===== src/rtl/aes_round_ctrl.sv =====
// Round sequencer for an iterative AES-128 encryption datapath.
// Steps the round index 0..NUM_ROUNDS and drives the datapath load, bypass and handoff controls.
module aes_round_ctrl #(
    parameter int NUM_ROUNDS = 10
) (
    input  logic       clk,
    input  logic       rst,
    input  logic       in_valid,
    input  logic       key_valid,
    input  logic       out_ready,
    output logic       in_ready,
    output logic       init_round,
    output logic       state_en,
    output logic [3:0] count,
    output logic       mix_bypass,
    output logic       out_valid,
    output logic       busy
);

    localparam logic [3:0] LAST = 4'(NUM_ROUNDS);
    localparam logic [3:0] PEN  = 4'(NUM_ROUNDS - 1);

    typedef enum logic [1:0] {IDLE, ROUND, FINAL, DONE} state_t;

    state_t     state;
    logic [3:0] cnt;
    logic       accept;

    // key_valid only matters here; once a block is in flight the key store owns stability
    assign accept = (state == IDLE) && in_valid && key_valid && !rst;

    always_ff @(posedge clk) begin
        if (rst) begin
            state <= IDLE;
            cnt   <= 4'd0;
        end else begin
            case (state)
                IDLE: begin
                    if (accept) begin
                        state <= ROUND;
                        cnt   <= 4'd1;
                    end else begin
                        cnt   <= 4'd0;
                    end
                end
                ROUND: begin
                    cnt <= cnt + 4'd1;
                    if (cnt >= PEN)
                        state <= FINAL;
                end
                FINAL: begin
                    state <= DONE;
                    cnt   <= LAST;
                end
                DONE: begin
                    if (out_ready) begin
                        state <= IDLE;
                        cnt   <= 4'd0;
                    end
                end
                default: begin
                    state <= IDLE;
                    cnt   <= 4'd0;
                end
            endcase
        end
    end

    // Outputs are forced low while rst is held so nothing leaks out before state settles
    always_comb begin
        in_ready   = 1'b0;
        init_round = 1'b0;
        state_en   = 1'b0;
        count      = 4'd0;
        mix_bypass = 1'b0;
        out_valid  = 1'b0;
        busy       = 1'b0;
        if (!rst) begin
            in_ready   = (state == IDLE) && key_valid;
            init_round = accept;
            state_en   = accept || (state == ROUND) || (state == FINAL);
            count      = cnt;
            mix_bypass = (state == FINAL);
            out_valid  = (state == DONE);
            busy       = (state != IDLE);
        end
    end

endmodule


===== config.mk =====
export PLATFORM = sky130hd
export DESIGN_NAME = aes_round_ctrl
export DESIGN_NICKNAME = d
export VERILOG_FILES = /design/src/rtl/aes_round_ctrl.sv
export SDC_FILE = /design/constraint.sdc
export NUM_CORES = 1
export LEC_CHECK = 0
export ABC_CLOCK_PERIOD_IN_PS = 1500
export CAP_MARGIN = 15
export CORE_AREA = 3 3 40 42
export DETAILED_ROUTE_END_ITERATION = 10
export DIE_AREA = 0 0 43 45
export GPL_TIMING_DRIVEN = 0
export PLACE_DENSITY = 0.77
export SLEW_MARGIN = 20
export SYNTH_ARGS = -nofsm -noshare
export SYNTH_HDL_FRONTEND = slang
export SYNTH_SLANG_ARGS = --single-unit

===== constraint.sdc =====
create_clock -name clk -period 1.5 [get_ports clk]
set_input_delay 0.15 -clock clk [delete_from_list [all_inputs] [get_ports clk]]
set_output_delay 0.15 -clock clk [all_outputs]
set_load 0.05 [all_outputs]

* After elaboration in Yosys (flattened, before gate mapping)
Index checks and enable logic that the tools add are counted.
Storage, ports and cells: register bits after elaboration 6, input bits 5, output and inout bits 10, logic and storage cells 34
Cells by class: $add $sub $neg 1, $lt $le $gt $ge 1, eq/ne operators 6, muxes and demuxes 14, reduce and logical (&&, ||, !) cells 10
Operators with widths (number):
- one-hot mux 4 bit (4 select lines) | 1
- 2-to-1 mux 4 bit | 2
- one-hot mux 2 bit (4 select lines) | 1
- 2-to-1 mux 1 bit | 7
- 2-to-1 mux 2 bit | 3
- != test 2 bit (second input constant) | 3
- adder 4 x 1 -> 4 bit (second input constant) | 1
- equality test 2 bit (second input constant) | 2
- >= comparator 4 bit (second input constant) | 1
- logical AND 1 bit | 4
- AND reduction 3 bit | 1
- equality test 2 x 1 -> 1 bit (second input constant) | 1
- zero test 2 bit | 1
- logical OR 1 bit | 2
- nonzero test 2 bit | 1
- zero test 1 bit | 1

* Depth between registers and ports, before layout
Gate-level depths: netlist (run 1).
word-level depth 7, depth in mapped cells 5, mapped depth without buffers 5

* Worst setup path before layout (run 1)
No wires, ideal clock.
path type register to output, start register state[0], end output state_en, arrival 2031 ps, data required time 1350 ps, slack -681 ps, cell stages (with the launch flop) 6, buffers on the path 0, cells stage by stage dfxtp_1 > inv_1 > ha_1 > and4b_1 > nor3_1 > nor2_1
On the way: word-level cells in the longest chain between the ends 7, elaborated cells between the ends (all ways) 9, those cells by class eq/ne (2); mux (1); reduce/logical (6)
RTL lines:
- start, declared | line 25 | state_t state;
- start signal, assigned | line 34 | state <= IDLE;
- start signal, assigned | line 40 | state <= ROUND;
- start signal, assigned | line 49 | state <= FINAL;
- zero test 2 bit | line 30 | assign accept = (state == IDLE) && in_valid && key_valid && !rst;
- logical AND 1 bit (3 in a row) | line 30
- logical OR 1 bit | line 81 | state_en = accept || (state == ROUND) || (state == FINAL);
- logical OR 1 bit (*) | line 81
- 2-to-1 mux 1 bit (*) | line 78 | if (!rst) begin
- end, declared | line 13 | output logic state_en,
Mark *: on every way between the ends. The rest lies on a longest branch, timed or not.

* Worst setup path in the final report (run 1)
Same ends and word-level chain as after synthesis.

==> results of run 1 <==
-- per-layer routing --
metal	GRT usage	up-vias	wire length, µm
li1	-	258	-
met1	0.176	243	552
met2	0.257	16	641
met3	0.0637	4	93
met4	0.0904	0	38
met5	0	-	0
-- path summary, 6_finish.rpt --
check	endpoint	slack (ps)	cells after the start	startpoint
setup / recovery	state_en	-30	6	state[0]$_SDFFE_PP0P_
hold / removal	state[1]$_SDFFE_PP0P_	500	3	rst
setup reg to reg	state[0]$_SDFFE_PP0P_	0	5	state[0]$_SDFFE_PP0P_
hold reg to reg	cnt[0]$_SDFFE_PP0P_	500	2	cnt[0]$_SDFFE_PP0P_
-- layout by cell type (no fill, tap or decap), types with 3 or more instances in the layout --
master / synthesis / layout
buf_2: 1 / 3
buf_4: 0 / 7
clkbuf_4: 0 / 5
clkdlybuf4s15_2: 0 / 3
clkdlybuf4s50_1: 0 / 3
ha_1: 7 / 4
nand2b_1: 3 / 3
nor2_1: 5 / 4
nor2b_1: 6 / 3
-- sequential cells by signal, indices dropped and copies added, names as in the netlist --
signal  count
state       2
cnt         4
-- power groups by stage --
stage                     sequential [W]  combinational, W  clock (W)
after floorplan                 0.000220          0.000383          0
after global placement          0.000229          0.000490          0
after CTS                       0.000229          0.000581   0.000164
after global routing            0.000234          0.000631   0.000174
final                           0.000231          0.000588   0.000159
after detailed placement        0.000229          0.000496          0
-- layout make-up --
type                       instances  area (µm²)  area share
tap                               15        18.8      0.0229
buffer                             1        7.51     0.00915
timing repair buffer              21         184       0.224
inverter                           4        20.0      0.0244
multi-input combinational         46         438       0.534
clock buffer                       3        22.5      0.0274
sequential                         6         130       0.159
-- tightest hold or removal path, stage by stage --
cell and delay (ps):
dlygate4sd2_1 360, nand2b_1 150, mux2i_1 50
-- repair_timing --
item / 4_1_cts / 5_1_grt
gates cloned: 0 / 0
endpoints found under the setup margin: 12 / 6
resized for setup: 60 / 6
setup buffers: 7 / 0
pin swaps: 6 / 1
-- stage by stage --
stage / cell area (µm²) / setup slack (ps)
final: 821 / -34.3
after global placement: 721 / -721
after floorplan: 562 / -43.1
after CTS: 822 / -35.6
after global routing: 821 / -108
after detailed placement: 721 / -746
-- kinds of logic (layout without fill, tap and decap cells) --
group	after synthesis	after routing
muxes	2	2
and+or+nand+nor	29	29
DFF	6	6
buffers and inverters	6	29
adders and majority gates	7	7
AOI/OAI and AO/OA	8	8
==> results.py, run 1 <==
metrics = {
    "run_status": {
        "run_status": "finished, violations left",
        "failing_checks": "setup timing",
    },
    "route": {
        "drc": 0,
        "detail_route.wirelength_um": 1330,
        "via_count": 521,
        "detail_route.wl_per_cell_um": 13.8,
        "drt_pre_antenna_iters": 4,
        "detail_route.vias_per_cell": 5.43,
        "ant_nets": 0,
        "detail_route.iter0.violations": 10,
    },
    "sta": {
        "setup_ws_ps": -34.3,
        "relSlewSlack": 0.816,
        "timing.setup.tns_ps": -38.4,
        "finClkSkew_ps": 5.97,
        "fin_worst_hold_slack_ps": 502,
        "finalCritPeriodShare": 1.02,
        "hold_violations": 0,
        "final_period_minus_worst_setup_slack_ps": 1530,
        "timing.final.max_slew_violations": 0,
        "worst-slew-pin-transition_ps": 273,
        "grt_setup_unrepaired": "yes",
        "max_freq_mhz": 652,
        "finalSetupViolations": 2,
    },
    "synth": {
        "seq_cells_post_synth": 6,
        "post_synth.cell_area_avg_um2": 8.87,
        "yosys.area.top_type_share": 0.234,
        "most_numerous_cell_in_the_yosys_netlist": "ha_1",
        "synth.area.top_cells": "dfxtp_1 23%, ha_1 17%, nor2b_1 7.3%, mux2i_1 3.9%, nand3b_4 3.9%",
        "ys.flop_type": "dfxtp_1",
        "synth_area_um2": 514,
        "post_synth_fa_ha_maj_area_fraction": 0.170,
        "yosys-mux-area-fraction": 0.0389,
        "ys_async_sr_fraction": 0,
        "fraction_of_the_mapped_netlist_area_in_simple_logic_gates": 0.382,
        "yosysUniqueCellTypes": 28,
        "netlist_top_cells_count": "7 x ha_1, 6 x dfxtp_1, 6 x nor2b_1",
        "main_combinational_cell_family_by_area_after_synthesis": "simple AND/OR/NAND/NOR gates",
        "postSynthCellCount": 58,
        "synth_xor_area_frac": 0,
        "mappedNetlistNets": 70,
        "synthesis.yosys.warnings": 0,
        "synth_compound_area_frac": 0.129,
        "synth-edff-count": 0,
        "synth_largest_area_cell": "dfxtp_1",
        "synth.yosys.seq_area_share": 0.234,
    },
    "power_and_ir_drop": {
        "power.share.clock": 0.163,
        "maximum_resistive_drop_on_vdd_mv": 0.659,
        "power.static_leakage_nw": 0.336,
        "netSwitchingFraction": 0.433,
        "power.switching_w": 0.000424,
        "design_power_total_w": 0.000978,
        "cellInternalPower_w": 0.000554,
        "p_comb_frac": 0.601,
        "power.density_cell_area_nw_per_um2": 1190,
        "power_frac_seq": 0.236,
    },
    "worst_setup_path": {
        "slowest_stage_cell_cp": "dfxtp_4",
        "critical_path.cell_chain": "inv_4, ha_4, and4b_4, nor3_4, nor2_4, buf_6",
        "delay_contributed_by_the_slowest_stage_of_the_critical_path_ps": 380,
        "startpoint_type": "flop",
        "crit_arrival_ps": 1380,
        "path_max_fanout": 4,
        "criticalPathCategory": "flop to primary output",
        "cp-end-kind": "primary output",
        "crit_family": "flip-flops",
        "cp.required_ps": 1350,
        "timing.critical_path.buf_inv": 2,
    },
    "final_layout": {
        "final_nets": 95,
        "instances_no_fill": 96,
        "fillers": 103,
        "layout-drive-gt1-share": 0.494,
        "antenna-diode-count": 0,
        "final_util": 0.639,
        "areaGrowthSynthToFinish_pct": 59.6,
    },
    "die": {
        "rows": 13,
        "io_pins": 15,
        "chipHeight_um": 45,
        "initial_utilization": 0.400,
        "coreArea_um2": 1280,
        "die_width_um": 43,
        "design.die.area_um2": 1940,
    },
    "cts": {
        "clock-root-buffer": "clkbuf_4",
        "clock_insertion_delay_worst_skew_ps": 260,
        "clkTransAtPathRegs_ps": 50,
        "cts_htree_levels": 1,
        "tritoncts_num_sinks": 6,
        "numCtsBuffers": 3,
        "cts_max_path_buffers": 2,
        "cts-hold-fix-buffers": 0,
        "cts_tree": "yes",
    },
    "grt": {
        "initial_antenna_violation_count": 0,
        "grt_pass1_wl_um": 2190,
        "grt_overflow_total": 0,
        "number_of_global_route_vias_before_repair": 479,
        "grtUsageTotal": 0.158,
        "grt_start_max_net_pins": 11,
    },
    "place": {
        "dp.cells": 87,
        "port_buffers": 14,
        "dpl.hpwl_um": 862,
        "routabilityCongestion": 0.724,
    },
    "job": {
        "max-cap-violations": 0,
    },
    "worst_hold_path": {
        "timing.hold.worst.class": "primary input to flop",
    },
}
No activity file was read; power rests on OpenSTA's default activity.
==> run 2, diff against run 1 <==
--- a/config.mk
+++ b/config.mk
@@ -6,7 +6,7 @@
 export NUM_CORES = 1
 export LEC_CHECK = 0
 export ABC_CLOCK_PERIOD_IN_PS = 1500
-export CAP_MARGIN = 15
+export CAP_MARGIN = 40
 export CORE_AREA = 3 3 40 42
 export DETAILED_ROUTE_END_ITERATION = 10
 export DIE_AREA = 0 0 43 45
==> results of run 2 <==
The final DEF is identical to that of run 1; final timing and power are the same.
